File: config.mk
export PLATFORM = sky130hd
export DESIGN_NAME = regfile_writeback
export DESIGN_NICKNAME = d
export VERILOG_FILES = /design/src/rtl/wb_pkg.sv /design/src/rtl/wb_fifo.sv /design/src/rtl/regfile_writeback.sv
export SDC_FILE = /design/constraint.sdc
export NUM_CORES = 1
export LEC_CHECK = 0
export CAP_MARGIN = 10
export CORE_ASPECT_RATIO = 1.25
export CORE_UTILIZATION = 55
export DETAILED_ROUTE_END_ITERATION = 6
export GPL_TIMING_DRIVEN = 0
export PLACE_DENSITY = 0.81
export SYNTH_ARGS = -nofsm -noshare
export SYNTH_HDL_FRONTEND = slang
export SYNTH_HIERARCHICAL = 1
export SYNTH_SLANG_ARGS = --single-unit
File: constraint.sdc
create_clock -name clk -period 11.34 [get_ports clk]
set_input_delay 1.134 -clock clk [delete_from_list [all_inputs] [get_ports clk]]
set_output_delay 1.134 -clock clk [all_outputs]
set_load 0.01 [all_outputs]
File: src/rtl/wb_pkg.sv
// Shared types for the register-file write-back front end.
// Result bundle, default widths and arbiter source encoding.
package wb_pkg;

   localparam int WB_DATA_W = 32;
   localparam int WB_ADDR_W = 5;
   localparam int WB_FIFO_D = 4;

   typedef struct packed {
      logic [WB_ADDR_W-1:0] rd;
      logic [WB_DATA_W-1:0] data;
   } wb_req_t;

   typedef enum logic [1:0] {
      WB_NONE,
      WB_ALU,
      WB_LSU
   } wb_src_e;

endpackage

File: src/rtl/wb_fifo.sv
// Synchronous circular FIFO of write-back requests.
// Push is refused when full; pop is ignored when empty.
module wb_fifo
   import wb_pkg::*;
#(
   parameter  int DEPTH = WB_FIFO_D,
   localparam int PW    = $clog2(DEPTH),
   localparam int CW    = PW + 1
) (
   input  logic          clk,
   input  logic          rst_n,
   input  logic          push_i,
   input  wb_req_t       push_req_i,
   input  logic          pop_i,
   output wb_req_t       head_o,
   output logic          full_o,
   output logic          empty_o,
   output logic [CW-1:0] count_o
);

   logic [PW-1:0] wr_q, wr_d;
   logic [PW-1:0] rd_q, rd_d;
   logic [CW-1:0] cnt_q, cnt_d;
   wb_req_t       mem_q [DEPTH];
   logic          do_push;
   logic          do_pop;

   assign full_o  = (cnt_q == CW'(DEPTH));
   assign empty_o = (cnt_q == '0);
   assign count_o = cnt_q;
   assign head_o  = mem_q[rd_q];

   assign do_push = push_i && !full_o;
   assign do_pop  = pop_i && !empty_o;

   // DEPTH is a power of two, so pointers wrap by plain overflow.
   always_comb begin
      wr_d  = wr_q + PW'(do_push);
      rd_d  = rd_q + PW'(do_pop);
      cnt_d = cnt_q + CW'(do_push) - CW'(do_pop);
   end

   always_ff @(posedge clk) begin
      if (!rst_n) begin
         wr_q  <= '0;
         rd_q  <= '0;
         cnt_q <= '0;
      end else begin
         wr_q  <= wr_d;
         rd_q  <= rd_d;
         cnt_q <= cnt_d;
      end
   end

   always_ff @(posedge clk) begin
      if (do_push) begin
         mem_q[wr_q] <= push_req_i;
      end
   end

endmodule

File: src/rtl/regfile_writeback.sv
// Write-port arbiter for the register file: ALU path, buffered LSU
// results, registered write port and RAW pending scoreboard.
module regfile_writeback
   import wb_pkg::*;
#(
   parameter  int DATA_WIDTH     = WB_DATA_W,
   parameter  int ADDR_WIDTH     = WB_ADDR_W,
   parameter  int LSU_FIFO_DEPTH = WB_FIFO_D,
   localparam int NREG           = 2 ** ADDR_WIDTH,
   localparam int CW             = $clog2(LSU_FIFO_DEPTH) + 1
) (
   input  logic                  clk,
   input  logic                  rst_n,
   input  logic                  alu_valid,
   output logic                  alu_ready,
   input  logic [ADDR_WIDTH-1:0] alu_rd,
   input  logic [DATA_WIDTH-1:0] alu_data,
   input  logic                  lsu_valid,
   output logic                  lsu_ready,
   input  logic [ADDR_WIDTH-1:0] lsu_rd,
   input  logic [DATA_WIDTH-1:0] lsu_data,
   input  logic                  issue_valid,
   input  logic [ADDR_WIDTH-1:0] issue_rd,
   output logic [NREG-1:0]       pending_mask,
   output logic                  write_enable,
   output logic [ADDR_WIDTH-1:0] address3,
   output logic [DATA_WIDTH-1:0] write_data,
   output logic [CW-1:0]         fifo_count
);

   wb_req_t lsu_req;
   wb_req_t alu_req;
   wb_req_t head;
   wb_req_t win;
   wb_src_e src;
   logic    fifo_full;
   logic    fifo_empty;
   logic    fifo_pop;

   logic                  we_q, we_d;
   logic [ADDR_WIDTH-1:0] addr_q, addr_d;
   logic [DATA_WIDTH-1:0] data_q, data_d;
   logic [NREG-1:0]       pend_q, pend_d;

   assign lsu_req.rd   = lsu_rd;
   assign lsu_req.data = lsu_data;
   assign alu_req.rd   = alu_rd;
   assign alu_req.data = alu_data;

   wb_fifo #(
      .DEPTH (LSU_FIFO_DEPTH)
   ) u_fifo (
      .clk        (clk),
      .rst_n      (rst_n),
      .push_i     (lsu_valid),
      .push_req_i (lsu_req),
      .pop_i      (fifo_pop),
      .head_o     (head),
      .full_o     (fifo_full),
      .empty_o    (fifo_empty),
      .count_o    (fifo_count)
   );

   assign lsu_ready = !fifo_full;

   // A full buffer preempts the ALU so the LSU can never deadlock.
   always_comb begin
      src       = WB_NONE;
      alu_ready = 1'b0;
      fifo_pop  = 1'b0;
      priority case (1'b1)
         fifo_full: begin
            src      = WB_LSU;
            fifo_pop = 1'b1;
         end
         alu_valid: begin
            src       = WB_ALU;
            alu_ready = 1'b1;
         end
         !fifo_empty: begin
            src      = WB_LSU;
            fifo_pop = 1'b1;
         end
         default: ;
      endcase
   end

   always_comb begin
      win    = (src == WB_ALU) ? alu_req : head;
      we_d   = (src != WB_NONE) && (win.rd != '0);
      addr_d = (src != WB_NONE) ? win.rd : addr_q;
      data_d = (src != WB_NONE) ? win.data : data_q;
   end

   // New issue beats the retiring write on the same register.
   always_comb begin
      pend_d = pend_q;
      if (we_q) begin
         pend_d[addr_q] = 1'b0;
      end
      if (issue_valid && (issue_rd != '0)) begin
         pend_d[issue_rd] = 1'b1;
      end
      pend_d[0] = 1'b0;
   end

   always_ff @(posedge clk) begin
      if (!rst_n) begin
         we_q   <= 1'b0;
         addr_q <= '0;
         data_q <= '0;
         pend_q <= '0;
      end else begin
         we_q   <= we_d;
         addr_q <= addr_d;
         data_q <= data_d;
         pend_q <= pend_d;
      end
   end

   assign write_enable = we_q;
   assign address3     = addr_q;
   assign write_data   = data_q;
   assign pending_mask = pend_q;

endmodule

==> key figures <==
Yosys
  – Synth Flop Type: edfxtp_1
  – Syn nets: 669
  – Syn avg cell area: 14.9 um^2
  – Synth area leaders: edfxtp_1 (51%), dfxtp_1 (18%), mux4_2 (9.6%)
  – Mapped Area: 8640 um^2
  – Yosys top cell area share: 51.4%
  – Largest area contributor in the netlist: edfxtp_1
  – Sequential-to-total area share from yosys stat: 69.0%
  – Post-synth EDFFs: 148
  – Count leader, synth: edfxtp_1
  – Ys async rst share: 0%
  – Synth unique cells: 39
  – FF+latch count, synth: 224
  – Warnings, synthesis: 6
  – Most common library cells after synthesis: edfxtp_1 (148), nand2_1 (91), dfxtp_1 (76)
  – Synth Instances: 582

Setup path
  – Critical-path maximum fanout: 10
  – Req. time, crit path: 10.21 ns
  – CP Launch Type: primary input
  – Critical path type: primary input to output pin
  – Reg2Reg Setup Slack: 8.80 ns
  – CP Data Arrival Time: 2.95 ns
  – Crit end category: output pin

Placed design
  – Hpwl dp: 15300 um
  – Placed Cells incl. Taps: 960
  – PortBufs: 157
  – Routability cong.: 0.932

STA
  – Worst hold slack: 0.496 ns
  – Period utilisation layout: 36.0%
  – Final hold vios: 0
  – Max Clk Rate: 245 MHz
  – Slew Limit Fails: 0
  – Clk_skew: 0.0104 ns
  – Unrepaired setup endpoints after global routing: no
  – Slew @ Worst Pin: 0.703 ns
  – Setup TNS: 0 ns
  – Final Setup Violations: 0
  – Period minus WS final: 4.09 ns
  – Max-slew headroom: 53.1%

CTS
  – Root Driver: clkbuf_16
  – TritonCTS clock tree: built
  – Worst-Skew Late Latency: 0.49 ns
  – TritonCTS Buffers: 21
  – Clk buf depth: 3
  – Clock sinks: 224
  – Post-CTS Setup Bufs: 0
  – Clk slew on worst S/H paths: 0.07 ns
  – CTS Hold Bufs: 0
  – Post_cts resized: 0
  – Htree depth: 1

Routing
  – Routed vias: 5872
  – Routed wire length per instance: 21.4 um
  – Initial DRT Pass Iterations: 5
  – Post-Route WL: 21300 um
  – Initial DRC Count: 567
  – Via/cell ratio: 5.88
  – Remaining routing DRC violations: 0
  – Final antenna-violating net count: 0

Pwr
  – NetSw: 664 uW
  – Peak VDD IR: 0.133 mV
  – Sequential power share: 45.6%
  – Power Dens Cells: 209 nW/um^2
  – Combinational share of power: 26.4%
  – Pleak: 0.00381 uW
  – Final Total Pwr: 2370 uW
  – Switching fraction of total power: 28.1%
  – Clock share of power: 28.0%
  – Internal power: 1700 uW

Floorplan
  – Io pins: 159
  – Placeable core area: 15100 um^2
  – Chip Width: 114 um
  – Die area: 16200 um^2
  – Starting density of the core: 57.1%
  – Row Count: 50
  – Die height: 142 um

GRT
  – Largest net degree at the start of global routing: 31
  – Met3 GRT Util: 3.45%
  – Initial antenna violation count: 1
  – Gr ovfl total: 0
  – Met2 global-route usage: 47.9%
  – Vias in the first global route: 6157
  – GRT Max-Usage Layer: met2
  – Global Route met1 Usage: 32.9%
  – First-pass GRT wire length: 33200 um
  – Total GRT Usage: 27.0%

Final layout
  – Fin nets: 862
  – Syn-to-layout area delta: 30.7%
  – Share of cells above drive strength 1: 14.6%
  – Post-Layout Cell Count: 998
  – Post-layout util: 74.7%
  – Fill cells: 959

Hold path
  – Hold crit path type: register to register

Flow run
  – Max-cap violations: 0

Outcome
  – Status: complete, no violations
[state kept, by name (all words and copies together) (netlist names)]
| name | flops |
|---|---|
| write_enable | 1 |
| u_fifo/mem_q | 148 |
| u_fifo/wr_q | 2 |
| pending_mask | 31 |
| address3 | 5 |
| u_fifo/rd_q | 2 |
| write_data | 32 |
| u_fifo/count_o | 3 |
[final cells by class]
class / count / area, um^2 / area share (%)
well taps: 208 / 260 / 2.30
clock inverters: 8 / 65.1 / 0.576
plain buffers: 36 / 208 / 1.84
repair buffers: 170 / 1730 / 15.3
inverters: 5 / 18.8 / 0.166
multi-input cells: 317 / 2470 / 21.8
diodes: 1 / 2.50 / 0.0221
flip-flops and latches: 224 / 5970 / 52.8
clock buffers: 29 / 587 / 5.19
[logic make-up after synthesis]
family | Yosys count | share of synthesized area, %
flip-flops | 224 | 69.0
AND/OR/NAND/NOR | 146 | 8.38
buffers and inverters | 41 | 2.62
multiplexers | 37 | 9.64
adder cells (fa/ha/maj) | 3 | 0.521
AO/OA/AOI/OAI | 124 | 9.18
XOR/XNOR | 6 | 0.608
other | 1 | 0.0434
[power by group through the flow]
stage	logic, uW	registers [uW]	clock network (uW)
after floorplan	297	1110	0
after global placement	581	1090	0
after detailed placement	621	1090	0
after CTS	625	1080	672
after global routing	669	1090	703
final	624	1080	664
[cells in the final DEF (no fill, tap or decap), drive strengths merged]
master,netlist,final
bufinv,0,1
nand3,4,4
and3,2,2
nand2b,4,4
clkdlybuf4s50,0,157
mux4,37,37
or4,2,2
and2,7,7
dfxtp,76,76
nand2,91,91
buf,24,37
inv,5,5
clkinv,0,6
or3b,2,2
edfxtp,148,148
nor2,2,2
nor3b,10,10
clkbuf,12,41
xnor2,5,5
ha,2,2
a32o,15,15
a31oi,37,37
o31ai,1,1
nor3,9,9
o21ai,54,54
conb,1,1
nand4,1,1
diode,0,1
or3,2,2
and3b,2,2
fa,1,1
nand3b,8,8
o311ai,1,1
o211ai,16,16
clkinvlp,0,1
xor2,1,1
[metal layers]
metal  part of all wire [%]  vias up
met2                     52      285
li1                       -     2651
met5                      0        -
met4                    3.8        0
met3                    6.2       65
met1                     38     2871
[worst max-delay path: stages]
cell	delay, ns
clkdlybuf4s50_1	0.49
nand2b_1	0.11
inv_1	0.20
clkbuf_1	0.38
clkdlybuf4s50_1	0.63
[metrics by stage]
stage / area [um^2] / worst slack, ns
floorplan: 8640 / 6.86
global placement: 10500 / 4.32
detailed placement: 10600 / 7.28
CTS: 11300 / 7.28
global route: 11300 / 7.17
finish: 11300 / 7.25
[final timing paths]
path | from | to | cells past startpoint
max | alu_valid | alu_ready | 5
min reg2reg | pending_mask[1] | pending_mask[1] | 1
max reg2reg | u_fifo/count_o[2] | u_fifo/count_o[2] | 10
min | pending_mask[1] | pending_mask[1] | 1
No activity file was read; power rests on OpenSTA's default activity.
